File: config.mk
export PLATFORM = sky130hd
export DESIGN_NAME = acc_loop_ctrl
export DESIGN_NICKNAME = d
export VERILOG_FILES = /design/src/rtl/acc_loop_ctrl.sv
export SDC_FILE = /design/constraint.sdc
export NUM_CORES = 1
export LEC_CHECK = 0
export CORE_MARGIN = 2
export CORE_UTILIZATION = 65
export CTS_CLUSTER_DIAMETER = 80
export CTS_CLUSTER_SIZE = 14
export DETAILED_ROUTE_END_ITERATION = 7
export GPL_TIMING_DRIVEN = 0
export PLACE_DENSITY = 0.84
export SLEW_MARGIN = 30
export SYNTH_ARGS = -nofsm -noshare
export SYNTH_HDL_FRONTEND = slang
export SYNTH_SLANG_ARGS = --single-unit
File: constraint.sdc
create_clock -name clk -period 10.8 [get_ports clk]
set_input_delay 2.16 -clock clk [delete_from_list [all_inputs] [get_ports clk]]
set_output_delay 2.16 -clock clk [all_outputs]
set_load 0.01 [all_outputs]
File: src/rtl/acc_loop_ctrl.sv
// acc_loop_ctrl: row/pass/tile sequencer for the accumulation datapath.
// Optional perf counters enabled by defining ACC_CTRL_PERF_EN.
module acc_loop_ctrl #(
  parameter int H_W   = 8,
  parameter int A_W   = 10,
  parameter int T_W   = 16,
  parameter int OUT_W = 26
) (
  input  logic           clk,
  input  logic           rst_n,
  input  logic           start,
  input  logic [H_W-1:0] cfg_height,
  input  logic [A_W-1:0] cfg_acc,
  input  logic [T_W-1:0] cfg_tiles,
  input  logic           psum_vld,
  output logic           psum_rdy,
  output logic           acc_vld,
  output logic           height_loop_end,
  output logic           acc_loop_max,
  output logic           acc_and_height_loop_end,
  input  logic           acc_out_vld,
  output logic           busy,
  output logic           done
`ifdef ACC_CTRL_PERF_EN
  ,
  output logic [31:0]    perf_stall_cnt,
  output logic [31:0]    perf_run_cnt
`endif
);

  typedef enum logic [1:0] {
    S_IDLE  = 2'd0,
    S_RUN   = 2'd1,
    S_DRAIN = 2'd2,
    S_DONE  = 2'd3
  } state_e;

  state_e state_q, state_d;

  logic [H_W-1:0]   h_q, h_d;
  logic [A_W-1:0]   a_q, a_d;
  logic [T_W-1:0]   t_q, t_d;
  logic [H_W-1:0]   cfg_h_q, cfg_h_d;
  logic [A_W-1:0]   cfg_a_q, cfg_a_d;
  logic [T_W-1:0]   cfg_t_q, cfg_t_d;
  logic [OUT_W-1:0] total_q, total_d;
  logic [OUT_W-1:0] out_cnt_q, out_cnt_d;

  logic h_end;
  logic a_end;
  logic t_end;
  logic last_beat;
  logic start_ok;
  logic out_cnt_en;

  logic [OUT_W-1:0] tiles_ext;
  logic [OUT_W-1:0] rows_ext;

  assign h_end     = (h_q == cfg_h_q);
  assign a_end     = (a_q == cfg_a_q);
  assign t_end     = (t_q == cfg_t_q);
  assign start_ok  = start & (state_q == S_IDLE);
  assign tiles_ext = OUT_W'(cfg_tiles) + OUT_W'(1);
  assign rows_ext  = OUT_W'(cfg_height) + OUT_W'(1);

  // handshake and datapath strobes, all zero-latency
  always_comb begin
    psum_rdy                = (state_q == S_RUN);
    acc_vld                 = psum_vld & psum_rdy;
    height_loop_end         = acc_vld & h_end;
    acc_loop_max            = acc_vld & a_end;
    acc_and_height_loop_end = height_loop_end & a_end;
    last_beat               = acc_vld & h_end & a_end & t_end;
    busy                    = (state_q != S_IDLE);
    done                    = (state_q == S_DONE);
  end

  // drained outputs only count while a job is live
  always_comb begin
    out_cnt_en = acc_out_vld &
                 ((state_q == S_RUN) | (state_q == S_DRAIN));
  end

  // next-state, config latch and loop counters
  always_comb begin
    state_d   = state_q;
    h_d       = h_q;
    a_d       = a_q;
    t_d       = t_q;
    cfg_h_d   = cfg_h_q;
    cfg_a_d   = cfg_a_q;
    cfg_t_d   = cfg_t_q;
    total_d   = total_q;
    out_cnt_d = out_cnt_q;

    if (out_cnt_en) begin
      out_cnt_d = out_cnt_q + OUT_W'(1);
    end

    unique case (state_q)
      S_IDLE: begin
        if (start_ok) begin
          state_d   = S_RUN;
          cfg_h_d   = cfg_height;
          cfg_a_d   = cfg_acc;
          cfg_t_d   = cfg_tiles;
          total_d   = tiles_ext * rows_ext;
          h_d       = '0;
          a_d       = '0;
          t_d       = '0;
          out_cnt_d = '0;
        end
      end
      S_RUN: begin
        if (acc_vld) begin
          if (h_end) begin
            h_d = '0;
            if (a_end) begin
              a_d = '0;
              t_d = t_end ? '0 : t_q + T_W'(1);
            end else begin
              a_d = a_q + A_W'(1);
            end
          end else begin
            h_d = h_q + H_W'(1);
          end
        end
        if (last_beat) begin
          state_d = S_DRAIN;
        end
      end
      S_DRAIN: begin
        // leave as soon as the final output lands, or at once if
        // every output already arrived while beats were streaming
        if ((out_cnt_q == total_q) || (out_cnt_d == total_q)) begin
          state_d = S_DONE;
        end
      end
      S_DONE: begin
        state_d = S_IDLE;
      end
      default: begin
        state_d = S_IDLE;
      end
    endcase
  end

  // state and counter registers with synchronous reset
  always_ff @(posedge clk) begin
    if (!rst_n) begin
      state_q   <= S_IDLE;
      h_q       <= '0;
      a_q       <= '0;
      t_q       <= '0;
      cfg_h_q   <= '0;
      cfg_a_q   <= '0;
      cfg_t_q   <= '0;
      total_q   <= '0;
      out_cnt_q <= '0;
    end else begin
      state_q   <= state_d;
      h_q       <= h_d;
      a_q       <= a_d;
      t_q       <= t_d;
      cfg_h_q   <= cfg_h_d;
      cfg_a_q   <= cfg_a_d;
      cfg_t_q   <= cfg_t_d;
      total_q   <= total_d;
      out_cnt_q <= out_cnt_d;
    end
  end

`ifdef ACC_CTRL_PERF_EN
  logic [31:0] stall_q, stall_d;
  logic [31:0] run_q, run_d;

  // saturating run/stall cycle counters, cleared by a new job
  always_comb begin
    stall_d = stall_q;
    run_d   = run_q;
    if (start_ok) begin
      stall_d = '0;
      run_d   = '0;
    end else begin
      if (((state_q == S_RUN) | (state_q == S_DRAIN)) &&
          (run_q != 32'hFFFF_FFFF)) begin
        run_d = run_q + 32'd1;
      end
      if ((state_q == S_RUN) && !psum_vld &&
          (stall_q != 32'hFFFF_FFFF)) begin
        stall_d = stall_q + 32'd1;
      end
    end
  end

  // perf register update
  always_ff @(posedge clk) begin
    if (!rst_n) begin
      stall_q <= '0;
      run_q   <= '0;
    end else begin
      stall_q <= stall_d;
      run_q   <= run_d;
    end
  end

  assign perf_stall_cnt = stall_q;
  assign perf_run_cnt   = run_q;
`endif

endmodule
==> summary.json, run 1 <==
{
  "detailed_routing": {
    "route.antenna.remaining_nets": 0,
    "drt_pass1_iterations": 5,
    "wl_final_um": 27430,
    "vias_per_cell": 5.759,
    "via_count": 9434,
    "detailedRoute.firstIterationViolations": 662,
    "drt-wirelength-per-cell_um": 16.74,
    "number_of_remaining_drc_errors": 0
  },
  "layout": {
    "area_delta_synth_final_pct": 11.49,
    "layout_cell_share_with_drive_strength_beyond_1_pct": 5.712,
    "stdcell_count": 1638,
    "antenna_cells": 0,
    "num-nets-final": 1606
  },
  "floorplan": {
    "fp.dieArea_um2": 18250,
    "initial_core_util_pct": 66.88,
    "std_cell_rows": 47,
    "die_y_um": 135.1,
    "fp.dieW_um": 135.1,
    "num_io_pins": 46,
    "coreArea_um2": 16700
  },
  "global_routing": {
    "grt_overflow": 0,
    "grt_pass1_vias": 9262,
    "grt_antenna_before_repair": 0,
    "grt_start_max_net_pins": 17,
    "groute.usage.overall_pct": 30.87,
    "grt_first_pass_wirelength_um": 44590
  },
  "worst_setup_path": {
    "worst-setup-path-type": "in2reg",
    "critical_path_required_ps": 11120,
    "critical_path.startpoint_type": "input pin",
    "highest_net_fanout_along_the_worst_path": 10,
    "timing.critical_path.arrival_ps": 8900,
    "critPathCaptureType": "register"
  },
  "sta": {
    "finClkSkew_ps": 10.27,
    "max_clock_freq_mhz": 116.5,
    "post-route-period-util_pct": 79.45,
    "hold_violations": 0,
    "maxSlewHeadroom_pct": 34.22,
    "hold_slack_ps": 475.1,
    "worst-slew-pin-transition_ps": 983.4,
    "finalWorstPathRequiredPeriod_ps": 8581,
    "setup_ws_ps": 2219,
    "final-max-slew-violation-count": 0,
    "setup_tns_ps": 0,
    "setup_violations": 0,
    "rsz0062_at_grt": "false"
  },
  "place": {
    "dp_hpwl_um": 20900,
    "dp_slack_ps": 1905,
    "place.gp.congestion": 0.9526,
    "port_buffers": 44,
    "dp.cells": 1606
  },
  "power_and_ir_drop": {
    "irDropWorstVdd_v": 0.0001644,
    "pwr_density_cell_nw_per_um2": 205.7,
    "finalPower_mw": 2.562,
    "cellLeakagePower_nw": 5.563
  },
  "clock_tree": {
    "htree_levels": 4,
    "cts_buffer_depth": 2,
    "post-cts-setup-buffer-count": 0,
    "clk_root_buf": "sky130_fd_sc_hd__clkbuf_16",
    "clk_pin_slew_worst_paths_ps": 60,
    "cts_sinks": 122,
    "tritoncts": "yes",
    "post_cts_hold_buffer_count": 0,
    "clk_latency_ps": 430,
    "cts_buffers": 17,
    "cts_repair_resize_count": 0
  },
  "synthesis": {
    "ys_types": 68,
    "synthCells": 1342,
    "synth_top_cells_by_area": "sky130_fd_sc_hd__dfxtp_1 (22%), sky130_fd_sc_hd__fa_1 (19%), sky130_fd_sc_hd__xor2_1 (6.7%)",
    "syn-mean-instance-area_um2": 8.323,
    "ys_seq_area_share_pct": 21.87,
    "seq_cells_post_synth": 122,
    "synth-edff-count": 0,
    "yosys.area.top_type_share_pct": 21.87,
    "synth_most_common_cell": "sky130_fd_sc_hd__nor2_1",
    "synth_area_leader_cell": "sky130_fd_sc_hd__dfxtp_1",
    "synth.top_cells.by_count": "sky130_fd_sc_hd__nor2_1 (181), sky130_fd_sc_hd__nand2_1 (156), sky130_fd_sc_hd__inv_1 (147)",
    "synth.net_count": 1543,
    "synth_async_sr_flop_share_pct": 0,
    "synth_area_um2": 11170,
    "synth-warning-count": 0,
    "synth_flop_cell": "sky130_fd_sc_hd__dfxtp_1"
  },
  "run": {
    "cap_viol_max_count": 0
  },
  "run_status": {
    "status": "finished, final reports clean"
  },
  "hold_path": {
    "hold_path_class": "reg2reg"
  }
}
[metal layers]
layer | wire length (um) | GRT usage (%) | vias to the layer above
met5 | 0 | 0 | -
met4 | 882 | 12.62 | 0
met3 | 1819 | 4.955 | 66
met2 | 13110 | 52.03 | 388
met1 | 11620 | 39.74 | 4523
li1 | - | - | 4457
[cells in the final DEF (no fill, tap or decap), drive strengths merged, types with 17 or more instances in the layout]
cell type / n
nor2: 181
nand2: 156
inv: 153
dfxtp: 122
fa: 106
xor2: 86
xnor2: 71
clkbuf: 59
ha: 56
a21boi: 44
clkdlybuf4s50: 44
nand3: 38
o21ai: 33
nand2b: 28
nand4: 25
a21oi: 21
or2: 20
and2: 20
and3: 17
nor3: 17
[flip-flops by register name, summed over array words and instances, names as in the netlist]
signal	count
t_q	16
out_cnt_q	26
a_q	10
cfg_a_q	10
cfg_t_q	16
h_q	8
state_q	2
cfg_h_q	8
total_q	26
[through the flow]
stage          instance area (um^2)  util (%)
4_1_cts                       12450     74.57
2_1_floorplan                 11170         -
3_5_place_dp                  11890     71.16
3_3_place_gp                  11890     71.16
6_report                      12450     74.57
5_1_grt                       12450     74.57
[power breakdown]
group          total [mW]  switching, mW  internal (mW)
Combinational        1.45          0.853          0.592
Sequential          0.560         0.0520          0.508
Clock               0.555          0.234          0.321
[path summary, 6_finish.rpt]
path                 start           to  slack, ps  cells past startpoint
max reg2reg     state_q[0]   state_q[1]       7480                     10
max          cfg_height[1]  total_q[22]       2220                     20
min reg2reg    total_q[21]  total_q[21]        480                      2
min            total_q[21]  total_q[21]        480                      2
[cell families after synthesis]
logic type | Yosys count | synth area share (%)
AND/OR/NAND/NOR | 543 | 23.27
buffers and inverters | 200 | 7.203
adder cells (fa/ha/maj) | 162 | 25.27
XOR/XNOR | 157 | 12.31
AO/OA/AOI/OAI | 151 | 9.455
flip-flops | 122 | 21.87
multiplexers | 7 | 0.6273
[cell type report]
cell class              count  area [um^2]
multi-input cells        1020         7923
fillers                  1232         4248
flip-flops and latches    122         2442
inverters                 147        551.8
repair buffers             44        440.4
clock buffers              18        429.2
well taps                 220        275.3
plain buffers              53        252.7
clock inverters            14        138.9
[critical path, cell delays in order]
cell and delay [ps]:
sky130_fd_sc_hd__clkdlybuf4s50_1 620, sky130_fd_sc_hd__and3_1 200, sky130_fd_sc_hd__nand3_1 110, sky130_fd_sc_hd__xor2_1 800, sky130_fd_sc_hd__clkbuf_1 580, sky130_fd_sc_hd__nor2_1 140, sky130_fd_sc_hd__fa_1 600, sky130_fd_sc_hd__fa_1 440
sky130_fd_sc_hd__fa_1 540, sky130_fd_sc_hd__inv_1 50, sky130_fd_sc_hd__fa_1 520, sky130_fd_sc_hd__inv_1 40, sky130_fd_sc_hd__ha_1 350, sky130_fd_sc_hd__a21o_1 200, sky130_fd_sc_hd__a21o_1 180, sky130_fd_sc_hd__a21oi_1 280
sky130_fd_sc_hd__o2bb2ai_1 190, sky130_fd_sc_hd__o31a_1 320, sky130_fd_sc_hd__or3_1 310, sky130_fd_sc_hd__a32o_1 250
(Power assumes the default switching activity.)
==> run 2: changes to the inputs <==
Settings changed: CORE_UTILIZATION 65 to 63, PLACE_DENSITY 0.84 to 0.82.
Clock period 10.8 ns to 8.72 ns, I/O delays scaled along.
==> run 2 against run 1 <==
  * Design area is 0.40% higher
  * Clock skew down 1.5 ps
  * Cell count increased by 0.31%
  * Setup slack worse by 1800 ps
  * Via count shrank 1.4%
  * Die area up 3.1%
  * Core utilization is 2.3 points lower
  * Non-clock buffer count is the same
  * Global-route usage shrank 0.29 points
  * Clock power grew 33%
  * Critical path depth rose by 5
  * Largest power group unchanged
==> summary.json, run 2 (synthesized netlist as in run 1, its figures left out) <==
{
  "worst_setup_path": {
    "crit_top_cell": "sky130_fd_sc_hd__fa_1",
    "timing.critical_path.slowest_cell_delay": {"value": 610, "unit": "ps", "change": "-190 ps"},
    "worstReg2RegStart": "state_q[0]",
    "timing.reg2reg.setup_slack": {"value": 5440, "unit": "ps", "change": "-2040 ps"},
    "critical_path.startpoint_type": "input pin",
    "critPathCaptureType": "register",
    "timing.critical_path.slowest_stage_cell": "sky130_fd_sc_hd__xor2_1",
    "highest_net_fanout_along_the_worst_path": {"value": 9, "change": "-1"},
    "worstReg2RegEnd": "state_q[1]",
    "critical_path.top_delay_family": "adder cells",
    "critical_path_required": {"value": 9060, "unit": "ps", "change": "-2060 ps"},
    "timing.critical_path.arrival": {"value": 8610, "unit": "ps", "change": "-290 ps"},
    "worstRegToRegCells": {"value": 10, "change": "unchanged"},
    "critical_path_buf_inv_count": {"value": 5, "change": "+1"},
    "worst-setup-path-type": "in2reg"
  },
  "power_and_ir_drop": {
    "fraction_of_power_consumed_by_the_clock_network": {"value": 22.7, "unit": "%", "change": "+1.0 points"},
    "p_switching": {"value": 1.459, "unit": "mW", "change": "+28%"},
    "p_int": {"value": 1.799, "unit": "mW", "change": "+26%"},
    "finalPower": {"value": 3.258, "unit": "mW", "change": "+27%"},
    "comb_power_share": {"value": 56.0, "unit": "%", "change": "-0.4 points"},
    "cellLeakagePower": {"value": 5.606, "unit": "nW", "change": "+0.77%"},
    "irDropWorstVdd": {"value": 0.0002098, "unit": "V", "change": "+28%"},
    "seqPwrFrac": {"value": 21.3, "unit": "%", "change": "-0.6 points"},
    "p_sw_share": {"value": 44.78, "unit": "%", "change": "+0.30 points"},
    "pwr_density_cell": {"value": 260.5, "unit": "nW/um^2", "change": "+27%"}
  },
  "detailed_routing": {
    "drt_pass1_iterations": {"value": 6, "change": "+1"},
    "detailedRoute.firstIterationViolations": {"value": 669, "change": "+1.1%"},
    "vias_per_cell": {"value": 5.660, "change": "-1.7%"},
    "via_count": {"value": 9300, "change": "-1.4%"},
    "number_of_remaining_drc_errors": {"value": 0, "change": "unchanged"},
    "route.antenna.remaining_nets": {"value": 0, "change": "unchanged"},
    "drt-wirelength-per-cell": {"value": 16.73, "unit": "um", "change": "about the same"},
    "wl_final": {"value": 27490, "unit": "um", "change": "+0.21%"}
  },
  "layout": {
    "fill_cells": {"value": 1337, "change": "+8.5%"},
    "antenna_cells": {"value": 0, "change": "unchanged"},
    "stdcell_count": {"value": 1643, "change": "+0.31%"},
    "area_of_combinational_cells_with_multiple_inputs": {"value": 7930, "unit": "um^2", "change": "about the same"},
    "area.sequential": {"value": 2442, "unit": "um^2", "change": "unchanged"},
    "layout.cells.most_common_list": "sky130_fd_sc_hd__nor2_1 (181), sky130_fd_sc_hd__nand2_1 (156), sky130_fd_sc_hd__inv_1 (147), sky130_fd_sc_hd__dfxtp_1 (122), sky130_fd_sc_hd__fa_1 (106)",
    "layout_cell_share_with_drive_strength_beyond_1": {"value": 5.853, "unit": "%", "change": "+0.14 points"},
    "area_delta_synth_final_pct": 11.94,
    "reg_top3": "out_cnt_q (26), total_q (26)",
    "layout.core_utilization": {"value": 72.29, "unit": "%", "change": "-2.3 points"},
    "layout_commonest_cell": "sky130_fd_sc_hd__nor2_1",
    "num-nets-final": {"value": 1606, "change": "unchanged"}
  },
  "sta": {
    "hold_slack": {"value": 475.5, "unit": "ps", "change": "+0.3860 ps"},
    "hold_violations": {"value": 0, "change": "unchanged"},
    "finClkSkew": {"value": 8.763, "unit": "ps", "change": "-1.510 ps"},
    "worst-slew-pin-transition": {"value": 965.1, "unit": "ps", "change": "-18.25 ps"},
    "post-route-period-util_pct": 94.89,
    "maxSlewHeadroom": {"value": 35.20, "unit": "%", "change": "+0.98 points"},
    "max_clock_freq_mhz": 120.9,
    "rsz0062_at_grt": "false",
    "setup_tns": {"value": 0, "unit": "ps", "change": "unchanged"},
    "finalWorstPathRequiredPeriod_ps": 8274,
    "final-max-slew-violation-count": {"value": 0, "change": "unchanged"},
    "setup_violations": {"value": 0, "change": "unchanged"}
  },
  "place": {
    "port_buffers": {"value": 44, "change": "unchanged"},
    "dp.cells": {"value": 1611, "change": "+0.31%"},
    "place.gp.congestion": {"value": 0.9468, "change": "-0.61%"},
    "dp_hpwl": {"value": 21000, "unit": "um", "change": "+0.48%"}
  },
  "global_routing": {
    "grt_pass1_vias": {"value": 8933, "change": "-3.6%"},
    "groute.usage.overall": {"value": 30.58, "unit": "%", "change": "-0.29 points"},
    "grt_overflow": {"value": 0, "change": "unchanged"},
    "grt_antenna_before_repair": {"value": 0, "change": "unchanged"},
    "grt_first_pass_wirelength": {"value": 44780, "unit": "um", "change": "+0.44%"},
    "grt_start_max_net_pins": {"value": 17, "change": "unchanged"}
  },
  "clock_tree": {
    "clk_latency": {"value": 430, "unit": "ps", "change": "about the same"},
    "cts_buffer_depth": {"value": 2, "change": "unchanged"},
    "cts_sinks": {"value": 122, "change": "unchanged"},
    "clk_pin_slew_worst_paths": {"value": 70, "unit": "ps", "change": "about the same"},
    "post-cts-setup-buffer-count": {"value": 0, "change": "unchanged"},
    "cts_buffers": {"value": 17, "change": "unchanged"},
    "cts_repair_resize_count": {"value": 0, "change": "unchanged"},
    "tritoncts": "yes",
    "post_cts_hold_buffer_count": {"value": 0, "change": "unchanged"},
    "htree_levels": {"value": 4, "change": "unchanged"},
    "clk_root_buf": "sky130_fd_sc_hd__clkbuf_16"
  },
  "hold_path": {
    "timing.hold.worst.start": "total_q[21]",
    "whs_path_depth": {"value": 2, "change": "unchanged"},
    "holdPathEnd": "total_q[21]",
    "hold_path_class": "reg2reg"
  },
  "floorplan": {
    "num_io_pins": {"value": 46, "change": "unchanged"},
    "coreArea": {"value": 17300, "unit": "um^2", "change": "+3.6%"},
    "fp.dieW": {"value": 137.2, "unit": "um", "change": "+1.5%"},
    "std_cell_rows": {"value": 48, "change": "+2.1%"},
    "fp.dieArea": {"value": 18810, "unit": "um^2", "change": "+3.1%"},
    "die_y": {"value": 137.2, "unit": "um", "change": "+1.5%"},
    "initial_core_util": {"value": 64.58, "unit": "%", "change": "-2.3 points"}
  },
  "run": {
    "cap_viol_max_count": {"value": 0, "change": "unchanged"}
  },
  "run_status": {
    "status": "finished, final reports clean"
  }
}
==> run 2: cell type report <==
cell class,instances,area share [%]
buffer,53,2.021
clock buffer,17,3.402
clock inverter,15,1.431
inverter,147,4.413
multi-input combinational,1020,63.42
sequential,122,19.53
tap,225,2.252
timing repair buffer,44,3.522
==> run 2: metal layers <==
layer | vias to the layer above | global-route usage (%) | share of wire, %
met4 | 0 | 9.565 | 2.3
met5 | - | 0 | 0
met1 | 4489 | 41.56 | 44
li1 | 4447 | - | -
met3 | 55 | 5.593 | 5.9
met2 | 309 | 49.59 | 48
==> run 2: worst reg2reg max path: stages, from the launching register on <==
cell and delay, ps:
sky130_fd_sc_hd__dfxtp_1 380, sky130_fd_sc_hd__inv_1 80, sky130_fd_sc_hd__ha_1 400, sky130_fd_sc_hd__nand4_2 250, sky130_fd_sc_hd__nor3_1 560, sky130_fd_sc_hd__xor2_1 140
sky130_fd_sc_hd__nor4_1 520, sky130_fd_sc_hd__o311ai_1 210, sky130_fd_sc_hd__nor4_2 250, sky130_fd_sc_hd__a32o_2 250, sky130_fd_sc_hd__mux2i_1 190
==> run 2: power groups by stage <==
stage	Sequential, mW	Clock (mW)	Combinational, mW
detailed placement	0.704	0	1.78
global route	0.703	0.763	2.04
CTS	0.692	0.739	1.81
floorplan	0.685	0	1.35
finish	0.693	0.739	1.83
global placement	0.701	0	1.73
==> run 2: worst max path at each step <==
stage / to / slack [ps] / start / cells after the start
6_report: total_q[25] / 450 / cfg_tiles[0] / 25
3_3_place_gp: total_q[22] / 290 / cfg_height[4] / 20
2_1_floorplan: total_q[22] / 1500 / cfg_tiles[0] / 22
4_1_cts: total_q[25] / 520 / cfg_tiles[0] / 25
5_1_grt: total_q[25] / 150 / cfg_tiles[0] / 25
3_5_place_dp: total_q[25] / 170 / cfg_tiles[0] / 25
==> run 2: metrics by stage <==
| stage | worst slack [ps] | cell area, um^2 |
|---|---|---|
| 5_1_grt | 147.7 | 12500 |
| 2_1_floorplan | 1502 | 11170 |
| 4_1_cts | 516.8 | 12500 |
| 6_report | 445.7 | 12500 |
| 3_3_place_gp | 293.0 | 11890 |
| 3_5_place_dp | 165.5 | 11890 |
==> run 3: changes to the inputs <==
Settings changed: CTS_CLUSTER_DIAMETER 80 to not set.
==> results of run 3 <==
Same layout as run 2: the final DEF is identical, and so are final timing and power.
